**src/rtl/math_ctl_pkg.sv**
```systemverilog
// Shared definitions for the math engine control block: register offsets,
// field bit positions and the controller state encoding.
package math_ctl_pkg;

    // Register word offsets
    localparam int unsigned REG_CTRL   = 0;
    localparam int unsigned REG_SEL    = 1;
    localparam int unsigned REG_DIM    = 2;
    localparam int unsigned REG_STATUS = 3;
    localparam int unsigned REG_SCALAR = 4;
    localparam int unsigned REG_IRQEN  = 5;

    // CTRL fields
    localparam int unsigned CTRL_OP_LSB = 0;
    localparam int unsigned CTRL_GO_BIT = 31;

    // SEL fields (4 bits each)
    localparam int unsigned SEL_A_LSB = 0;
    localparam int unsigned SEL_B_LSB = 4;
    localparam int unsigned SEL_C_LSB = 8;

    // DIM fields (16 bits each)
    localparam int unsigned DIM_M_LSB = 0;
    localparam int unsigned DIM_N_LSB = 16;

    // STATUS bits
    localparam int unsigned ST_BUSY_BIT = 0;
    localparam int unsigned ST_DONE_BIT = 1;
    localparam int unsigned ST_ERR_BIT  = 2;
    localparam int unsigned ST_OVR_BIT  = 3;

    // IRQEN bits
    localparam int unsigned IRQEN_DONE_BIT = 0;

    typedef enum logic [1:0] {
        IDLE = 2'd0,
        REQ  = 2'd1,
        RUN  = 2'd2
    } math_state_t;

endpackage

```
**src/rtl/math_ctl_if.sv**
```systemverilog
// Bridge-side register bus plus math engine handshake and operand fields.
interface math_ctl_if #(
    parameter int BRAM_AW = 12,
    parameter int DW      = 32
);
    logic               bram_en;
    logic               bram_we;
    logic [BRAM_AW-1:0] bram_a;
    logic [DW-1:0]      bram_di;
    logic [DW-1:0]      bram_do;

    logic               math_req;
    logic               math_ack;
    logic               math_done;
    logic               math_err;
    logic [3:0]         math_op;
    logic [3:0]         math_a_sel;
    logic [3:0]         math_b_sel;
    logic [3:0]         math_c_sel;
    logic [15:0]        math_m;
    logic [15:0]        math_n;
    logic [DW-1:0]      math_scalar;
    logic               irq;

    // Controller view
    modport slave (
        input  bram_en, bram_we, bram_a, bram_di,
        output bram_do,
        output math_req, math_op, math_a_sel, math_b_sel, math_c_sel,
        output math_m, math_n, math_scalar, irq,
        input  math_ack, math_done, math_err
    );

    // Bridge / engine view
    modport master (
        output bram_en, bram_we, bram_a, bram_di,
        input  bram_do,
        input  math_req, math_op, math_a_sel, math_b_sel, math_c_sel,
        input  math_m, math_n, math_scalar, irq,
        output math_ack, math_done, math_err
    );
endinterface

```
**src/rtl/math_ctl_fsm.sv**
```systemverilog
// Request/run sequencer: raises math_req until the engine accepts, then
// waits for the completion pulse and reports it to the register file.
module math_ctl_fsm
    import math_ctl_pkg::*;
(
    input  logic fmc_clk,
    input  logic rst_n,
    input  logic start,
    input  logic math_ack,
    input  logic math_done,
    input  logic math_err,
    output logic busy,
    output logic math_req,
    output logic done_set,
    output logic err_set
);

    math_state_t state_q, state_d;

    // State register
    always_ff @(posedge fmc_clk or negedge rst_n) begin
        if (!rst_n) state_q <= IDLE;
        else        state_q <= state_d;
    end

    // Next state and completion strobes; done is only honoured in RUN
    always_comb begin
        state_d  = state_q;
        done_set = 1'b0;
        err_set  = 1'b0;
        case (state_q)
            IDLE: if (start) state_d = REQ;
            REQ:  if (math_ack) state_d = RUN;
            RUN: begin
                if (math_done) begin
                    state_d  = IDLE;
                    done_set = 1'b1;
                    err_set  = math_err;
                end
            end
            default: state_d = IDLE;
        endcase
    end

    assign math_req = (state_q == REQ);
    assign busy     = (state_q != IDLE);

endmodule

```
**src/rtl/math_ctl.sv**
```systemverilog
// Register file, read mux and interrupt for the math engine controller.
module math_ctl
    import math_ctl_pkg::*;
#(
    parameter int BRAM_AW  = 12,
    parameter int DW       = 32,
    parameter int CTL_REGS = 6
) (
    input logic       fmc_clk,
    input logic       rst_n,
    math_ctl_if.slave bus
);

    logic [BRAM_AW-1:0] addr;
    logic [DW-1:0]      di;
    logic               wr_hit, rd_hit;
    logic               wr_ctrl, wr_sel, wr_dim, wr_status, wr_scalar, wr_irqen;
    logic               busy, start, done_set, err_set, cfg_blocked;

    logic [3:0]    op_q, a_q, b_q, c_q;
    logic [15:0]   m_q, n_q;
    logic [DW-1:0] scalar_q;
    logic          done_q, err_q, ovr_q, irqen_q, irq_q;
    logic [DW-1:0] rd_data, do_q;

    logic unused_di;
    assign unused_di = ^di;

    assign addr   = bus.bram_a;
    assign di     = bus.bram_di;
    assign rd_hit = addr < BRAM_AW'(CTL_REGS);
    assign wr_hit = bus.bram_en && bus.bram_we && rd_hit;

    assign wr_ctrl   = wr_hit && (addr == BRAM_AW'(REG_CTRL));
    assign wr_sel    = wr_hit && (addr == BRAM_AW'(REG_SEL));
    assign wr_dim    = wr_hit && (addr == BRAM_AW'(REG_DIM));
    assign wr_status = wr_hit && (addr == BRAM_AW'(REG_STATUS));
    assign wr_scalar = wr_hit && (addr == BRAM_AW'(REG_SCALAR));
    assign wr_irqen  = wr_hit && (addr == BRAM_AW'(REG_IRQEN));

    assign cfg_blocked = busy && (wr_ctrl || wr_sel || wr_dim || wr_scalar);
    assign start       = wr_ctrl && !busy && di[CTRL_GO_BIT];

    math_ctl_fsm u_fsm (
        .fmc_clk   (fmc_clk),
        .rst_n     (rst_n),
        .start     (start),
        .math_ack  (bus.math_ack),
        .math_done (bus.math_done),
        .math_err  (bus.math_err),
        .busy      (busy),
        .math_req  (bus.math_req),
        .done_set  (done_set),
        .err_set   (err_set)
    );

    // Configuration and sticky status registers; hardware set beats W1C clear
    always_ff @(posedge fmc_clk or negedge rst_n) begin
        if (!rst_n) begin
            op_q     <= '0;
            a_q      <= '0;
            b_q      <= '0;
            c_q      <= '0;
            m_q      <= '0;
            n_q      <= '0;
            scalar_q <= '0;
            irqen_q  <= 1'b0;
            done_q   <= 1'b0;
            err_q    <= 1'b0;
            ovr_q    <= 1'b0;
        end else begin
            if (wr_ctrl && !busy) op_q <= di[CTRL_OP_LSB +: 4];
            if (wr_sel && !busy) begin
                a_q <= di[SEL_A_LSB +: 4];
                b_q <= di[SEL_B_LSB +: 4];
                c_q <= di[SEL_C_LSB +: 4];
            end
            if (wr_dim && !busy) begin
                m_q <= di[DIM_M_LSB +: 16];
                n_q <= di[DIM_N_LSB +: 16];
            end
            if (wr_scalar && !busy) scalar_q <= di;
            if (wr_irqen) irqen_q <= di[IRQEN_DONE_BIT];

            if (done_set)                          done_q <= 1'b1;
            else if (wr_status && di[ST_DONE_BIT]) done_q <= 1'b0;
            if (err_set)                           err_q <= 1'b1;
            else if (wr_status && di[ST_ERR_BIT])  err_q <= 1'b0;
            if (cfg_blocked)                       ovr_q <= 1'b1;
            else if (wr_status && di[ST_OVR_BIT])  ovr_q <= 1'b0;
        end
    end

    // Read mux; go and unused bits read back as zero
    always_comb begin
        rd_data = '0;
        if (rd_hit) begin
            case (addr)
                BRAM_AW'(REG_CTRL):   rd_data = DW'(op_q);
                BRAM_AW'(REG_SEL):    rd_data = DW'({c_q, b_q, a_q});
                BRAM_AW'(REG_DIM):    rd_data = DW'({n_q, m_q});
                BRAM_AW'(REG_STATUS): rd_data = DW'({ovr_q, err_q, done_q, busy});
                BRAM_AW'(REG_SCALAR): rd_data = scalar_q;
                BRAM_AW'(REG_IRQEN):  rd_data = DW'(irqen_q);
                default:              rd_data = '0;
            endcase
        end
    end

    // Registered read data and interrupt
    always_ff @(posedge fmc_clk or negedge rst_n) begin
        if (!rst_n) begin
            do_q  <= '0;
            irq_q <= 1'b0;
        end else begin
            if (bus.bram_en) do_q <= rd_data;
            irq_q <= done_q & irqen_q;
        end
    end

    assign bus.bram_do     = do_q;
    assign bus.irq         = irq_q;
    assign bus.math_op     = op_q;
    assign bus.math_a_sel  = a_q;
    assign bus.math_b_sel  = b_q;
    assign bus.math_c_sel  = c_q;
    assign bus.math_m      = m_q;
    assign bus.math_n      = n_q;
    assign bus.math_scalar = scalar_q;

endmodule

```
**src/flat_wrapper.sv**
```systemverilog
// flat-port wrapper written by rule: the top's interface ports become plain ports
module math_ctl_flat import math_ctl_pkg::*;
#(
    parameter int BRAM_AW  = 12,
    parameter int DW       = 32,
    parameter int CTL_REGS = 6
)
  (fmc_clk, rst_n, bus_bram_en, bus_bram_we, bus_bram_a, bus_bram_di, bus_bram_do, bus_math_req, bus_math_op, bus_math_a_sel, bus_math_b_sel, bus_math_c_sel, bus_math_m, bus_math_n, bus_math_scalar, bus_irq, bus_math_ack, bus_math_done, bus_math_err);
  math_ctl_if #(.BRAM_AW(BRAM_AW), .DW(DW)) bus_i ();
  input logic fmc_clk;
  input logic rst_n;
  input wire logic [$bits(bus_i.bram_en)-1:0] bus_bram_en;
  input wire logic [$bits(bus_i.bram_we)-1:0] bus_bram_we;
  input wire logic [$bits(bus_i.bram_a)-1:0] bus_bram_a;
  input wire logic [$bits(bus_i.bram_di)-1:0] bus_bram_di;
  output wire logic [$bits(bus_i.bram_do)-1:0] bus_bram_do;
  output wire logic [$bits(bus_i.math_req)-1:0] bus_math_req;
  output wire logic [$bits(bus_i.math_op)-1:0] bus_math_op;
  output wire logic [$bits(bus_i.math_a_sel)-1:0] bus_math_a_sel;
  output wire logic [$bits(bus_i.math_b_sel)-1:0] bus_math_b_sel;
  output wire logic [$bits(bus_i.math_c_sel)-1:0] bus_math_c_sel;
  output wire logic [$bits(bus_i.math_m)-1:0] bus_math_m;
  output wire logic [$bits(bus_i.math_n)-1:0] bus_math_n;
  output wire logic [$bits(bus_i.math_scalar)-1:0] bus_math_scalar;
  output wire logic [$bits(bus_i.irq)-1:0] bus_irq;
  input wire logic [$bits(bus_i.math_ack)-1:0] bus_math_ack;
  input wire logic [$bits(bus_i.math_done)-1:0] bus_math_done;
  input wire logic [$bits(bus_i.math_err)-1:0] bus_math_err;
  assign bus_i.bram_en = bus_bram_en;
  assign bus_i.bram_we = bus_bram_we;
  assign bus_i.bram_a = bus_bram_a;
  assign bus_i.bram_di = bus_bram_di;
  assign bus_bram_do = bus_i.bram_do;
  assign bus_math_req = bus_i.math_req;
  assign bus_math_op = bus_i.math_op;
  assign bus_math_a_sel = bus_i.math_a_sel;
  assign bus_math_b_sel = bus_i.math_b_sel;
  assign bus_math_c_sel = bus_i.math_c_sel;
  assign bus_math_m = bus_i.math_m;
  assign bus_math_n = bus_i.math_n;
  assign bus_math_scalar = bus_i.math_scalar;
  assign bus_irq = bus_i.irq;
  assign bus_i.math_ack = bus_math_ack;
  assign bus_i.math_done = bus_math_done;
  assign bus_i.math_err = bus_math_err;
  math_ctl #(.BRAM_AW(BRAM_AW), .DW(DW), .CTL_REGS(CTL_REGS)) u_core (.fmc_clk(fmc_clk), .rst_n(rst_n), .bus(bus_i));
endmodule
```
**config.mk**
```make
export PLATFORM = sky130hd
export DESIGN_NAME = math_ctl_flat
export DESIGN_NICKNAME = d
export VERILOG_FILES = /design/src/rtl/math_ctl_pkg.sv /design/src/rtl/math_ctl_if.sv /design/src/rtl/math_ctl_fsm.sv /design/src/rtl/math_ctl.sv /design/src/flat_wrapper.sv
export SDC_FILE = /design/constraint.sdc
export NUM_CORES = 1
export LEC_CHECK = 0
export BUFFER_PORTS_ARGS = -buffer_cell sky130_fd_sc_hd__clkbuf_2
export CAP_MARGIN = 20
export CORE_ASPECT_RATIO = 0.5
export CORE_MARGIN = 8
export CORE_UTILIZATION = 46
export DETAILED_ROUTE_END_ITERATION = 10
export PLACE_DENSITY = 0.76
export REMOVE_ABC_BUFFERS = 1
export SLEW_MARGIN = 20
export SYNTH_ARGS = -nofsm -noshare
export SYNTH_HDL_FRONTEND = slang
export SYNTH_SLANG_ARGS = --single-unit
export TNS_END_PERCENT = 5
```
**constraint.sdc**
```tcl
create_clock -name fmc_clk -period 1.6 [get_ports fmc_clk]
set_input_delay 0.16 -clock fmc_clk [delete_from_list [all_inputs] [get_ports fmc_clk]]
set_output_delay 0.16 -clock fmc_clk [all_outputs]
set_load 0.005 [all_outputs]
```
==> results.md <==
- Worst hold start: bus_bram_di[24]
- DR vias/cell: 5.407
- FF-to-FF path depth: 6
- Mapped Cells: 356
- Wire per inst: 20.51 um
- Clock sink total: 119
- Max Cap Violations: 0
- Kind of critical path: in -> reg
- DR pass1 iterations: 5
- Layout area overhead: 43.23%
- Crit Reg-Reg Endpoint: u_core.bus.math_c_sel[1]
- Worst min path class: in -> reg
- Top Ports: 165
- Die Width: 165.4 um
- Gp weighted congestion: 0.8594
- Fmax: 538.2 MHz
- Ant. Diodes: 0
- Hold worst-path end: u_core.bus.math_n[8]
- Failing checks: negative setup slack
- Largest net degree at the start of global routing: 39
- HPWL after DPL: 10270 um
- Total CTS buffers: 17
- FF/Latch Area: 2978 um2
- Fillers: 819
- Fin area: 7355 um2
- Antenna violations before repair: 0
- Vias in the first global route: 4231
- Starting Density: 46.91%
- Status: finished with violations
- Placed cell areas: 6402 um2
- # rows: 27
- Latest clock arrival within the worst-skew pair: 410 ps
- CP max FO: 5
- CTS max path bufs: 2
- Layout cells sized above 1: 57.80%
- CTS tree: done
- Final Hold Vio Count: 0
- GRT overflow: 0
- Register-to-register setup slack: -220 ps
- Worst path cell trace: clkbuf_2, or4_4, or3_4, buf_6, nor3b_4, buf_4, mux2_4
- Port bufs: 164
- Nets: 628
- Commonest cells in the synthesized netlist: 119 x dfrtp_1, 51 x mux2_2, 30 x mux2_4, 21 x nor2b_1, 20 x a221o_1
- Post-synth top flop: dfrtp_1
- Max-slew violation count: 0
- Post-Syn Area: 5135 um2
- Peak supply drop: 650.1 uV
- Register area share after synthesis: 57.99%
- Final WS setup: -258.0 ps
- Final setup TNS: -14420 ps
- Worst path max stage delay: 540 ps
- Hold path depth: 2
- Clk slew on worst S/H paths: 60 ps
- Crit start category: primary input
- RSZ-0062 raised after global routing: true
- Root Driver: clkbuf_16
- DRT Wirelength: 15080 um
- Relative slew slack: 68.82%
- Routed Antenna Nets: 0
- Clk_skew: 10.81 ps
- Required time of the worst setup path: 1890 ps
- Yosys top cell by area: dfrtp_1
- Top cell type's share of synthesized area: 57.99%
- Core Area: 10950 um2
- Area of the multi-input gates: 2107 um2
- GRT Util Overall: 19.79%
- CP Data Arrival Time: 2150 ps
- P_leak: 0.003808 uW
- PwrDens: 942.0 nW/um2
- Flops & latches, synth: 119
- Drt drc: 0
- Syn Area/Cell: 14.42 um2
- Warnings from Yosys: 0
- H-tree depth: 4
- Reg2Reg Launch Point: u_core.u_fsm.state_q[0]
- Crit end category: flip-flop
- Slew of the pin with the lowest slew margin: 467.7 ps
- Synth async-reset ratio: 100.0%
- First-pass GRT wire length: 23450 um
- Final setup vio count: 80
- Die area: 15010 um2
- DR vias: 3974
- CP max-delay cell: or4_4
- Post-synth EDFFs: 0
- Die Ht: 90.71 um
- Top post-synthesis cells by area: dfrtp_1 58%, mux2_2 11%, mux2_4 8.8%
- Cell variety after synth: 40
- Fin crit period: 1858 ps
- Final Cycle Share: 116.1%
- Most frequent cell after synthesis: dfrtp_1
- Iteration-0 DRC count of the detailed router: 377
==> final cells by class <==
class                      instances  share of cell area [%]
sequential                       119                   40.49
tap                              145                   2.467
timing repair buffer             224                   20.01
clock buffer                      18                   5.971
inverter                          14                  0.7145
clock inverter                    14                   1.701
multi-input combinational        201                   28.65
==> where the power goes <==
group	internal (uW)	switching, uW
combinational	130	179
clock	2180	1420
sequential	3010	1.81
total	5330	1600
==> placed cells by master, fill, tap and decap left out, types with 2 or more instances in the layout <==
cell           netlist  final
nor3_1               3      2
clkbuf_16            0     19
mux2_2              51     41
nand2b_1             3      3
a222oi_1             8      8
clkbuf_2             0    163
nor2_1               7      6
and2_1               3      3
mux2_4              30     40
nand2_1              5      5
inv_6                0      3
clkinv_2             0      4
buf_6                4      4
a22oi_1              4      4
a221o_1             20     20
a22o_1               4      4
nor3_4               0      3
inv_1               14     14
mux4_2               3      3
nor2b_1             21     20
nand3_1              4      3
o22ai_1             12     12
dfrtp_1            119    119
clkinv_4             0      3
clkinvlp_4           0      3
buf_12               0      7
buf_4                3     31
or4_4                1      3
nor4_4               1      2
dlygate4sd3_1        0     16
nor4b_2              1      2
==> through the flow <==
step | hold WS (ps) | setup WS, ps | power [uW] | utilization [%] | cells
finish | 11.69 | -258.0 | 6928 | 67.19 | 735
global route | 6.752 | -254.2 | 7190 | 67.19 | 735
CTS | 0.8998 | -228.4 | 6998 | 66.15 | 730
detailed placement | 147.6 | -749.7 | 3336 | 58.49 | 681
global placement | 142.2 | -706.0 | 3330 | 58.49 | 681
floorplan | -135.6 | -1829 | 3104 | - | 334
==> worst max-delay path, delay by kind of cell <==
family        cells  cell delay [ps]
buf+inv           3              470
mux               1              310
simple gates      3             1220
==> timing repair <==
| item | 4_1_cts | 5_1_grt |
|---|---|---|
| hold endpoints to repair | 48 | 1 |
| hold buffers | 15 | 1 |
| setup endpoints to repair | 102 | 104 |
| cloned | 1 | 3 |
| pin swaps | 2 | 7 |
| setup buffers | 1 | 1 |
| resized for setup | 22 | 9 |
==> cells by family after synthesis <==
logic type	after synthesis	synth area share [%]
adder cells (fa/ha/maj)	1	0.1949
multiplexers	85	21.49
AO/OA/AOI/OAI	52	8.821
flip-flops	119	57.99
AND/OR/NAND/NOR	63	7.993
buffers and inverters	36	3.509
==> routing by layer <==
metal  vias to the layer above  part of all wire, %  routed length, um  GRT usage (%)
met3                        23                  5.4                815          3.913
met1                      2039                   42               6335          24.51
met5                         -                    0                  0              0
li1                       1773                    -                  -              -
met4                         0                  1.7                254          8.124
met2                       139                   51               7673          33.21
==> worst max path at each step <==
stage                            startpoint                        to  slack, ps  cells past startpoint
CTS                          bus_bram_a[11]     u_core.bus.math_n[15]       -230                      7
floorplan                    bus_bram_a[11]     u_core.bus.math_m[15]      -1830                      4
detailed placement           bus_bram_a[11]     u_core.bus.math_m[15]       -750                      6
finish                       bus_bram_a[11]  u_core.bus.math_c_sel[1]       -260                      7
global route        u_core.u_fsm.state_q[0]  u_core.bus.math_c_sel[1]       -250                      6
global placement             bus_bram_a[11]  u_core.bus.math_b_sel[3]       -710                      7
==> flip-flops by register name (all words and copies together) (netlist names), 2 cells and up <==
register,count
u_core.u_fsm.state_q,2
u_core.bus.math_c_sel,4
u_core.bus.math_m,16
u_core.bus.bram_do,32
u_core.bus.math_n,16
u_core.bus.math_scalar,32
u_core.bus.math_op,4
u_core.bus.math_b_sel,4
u_core.bus.math_a_sel,4
Note: power is estimated with default switching activity, not from simulation.
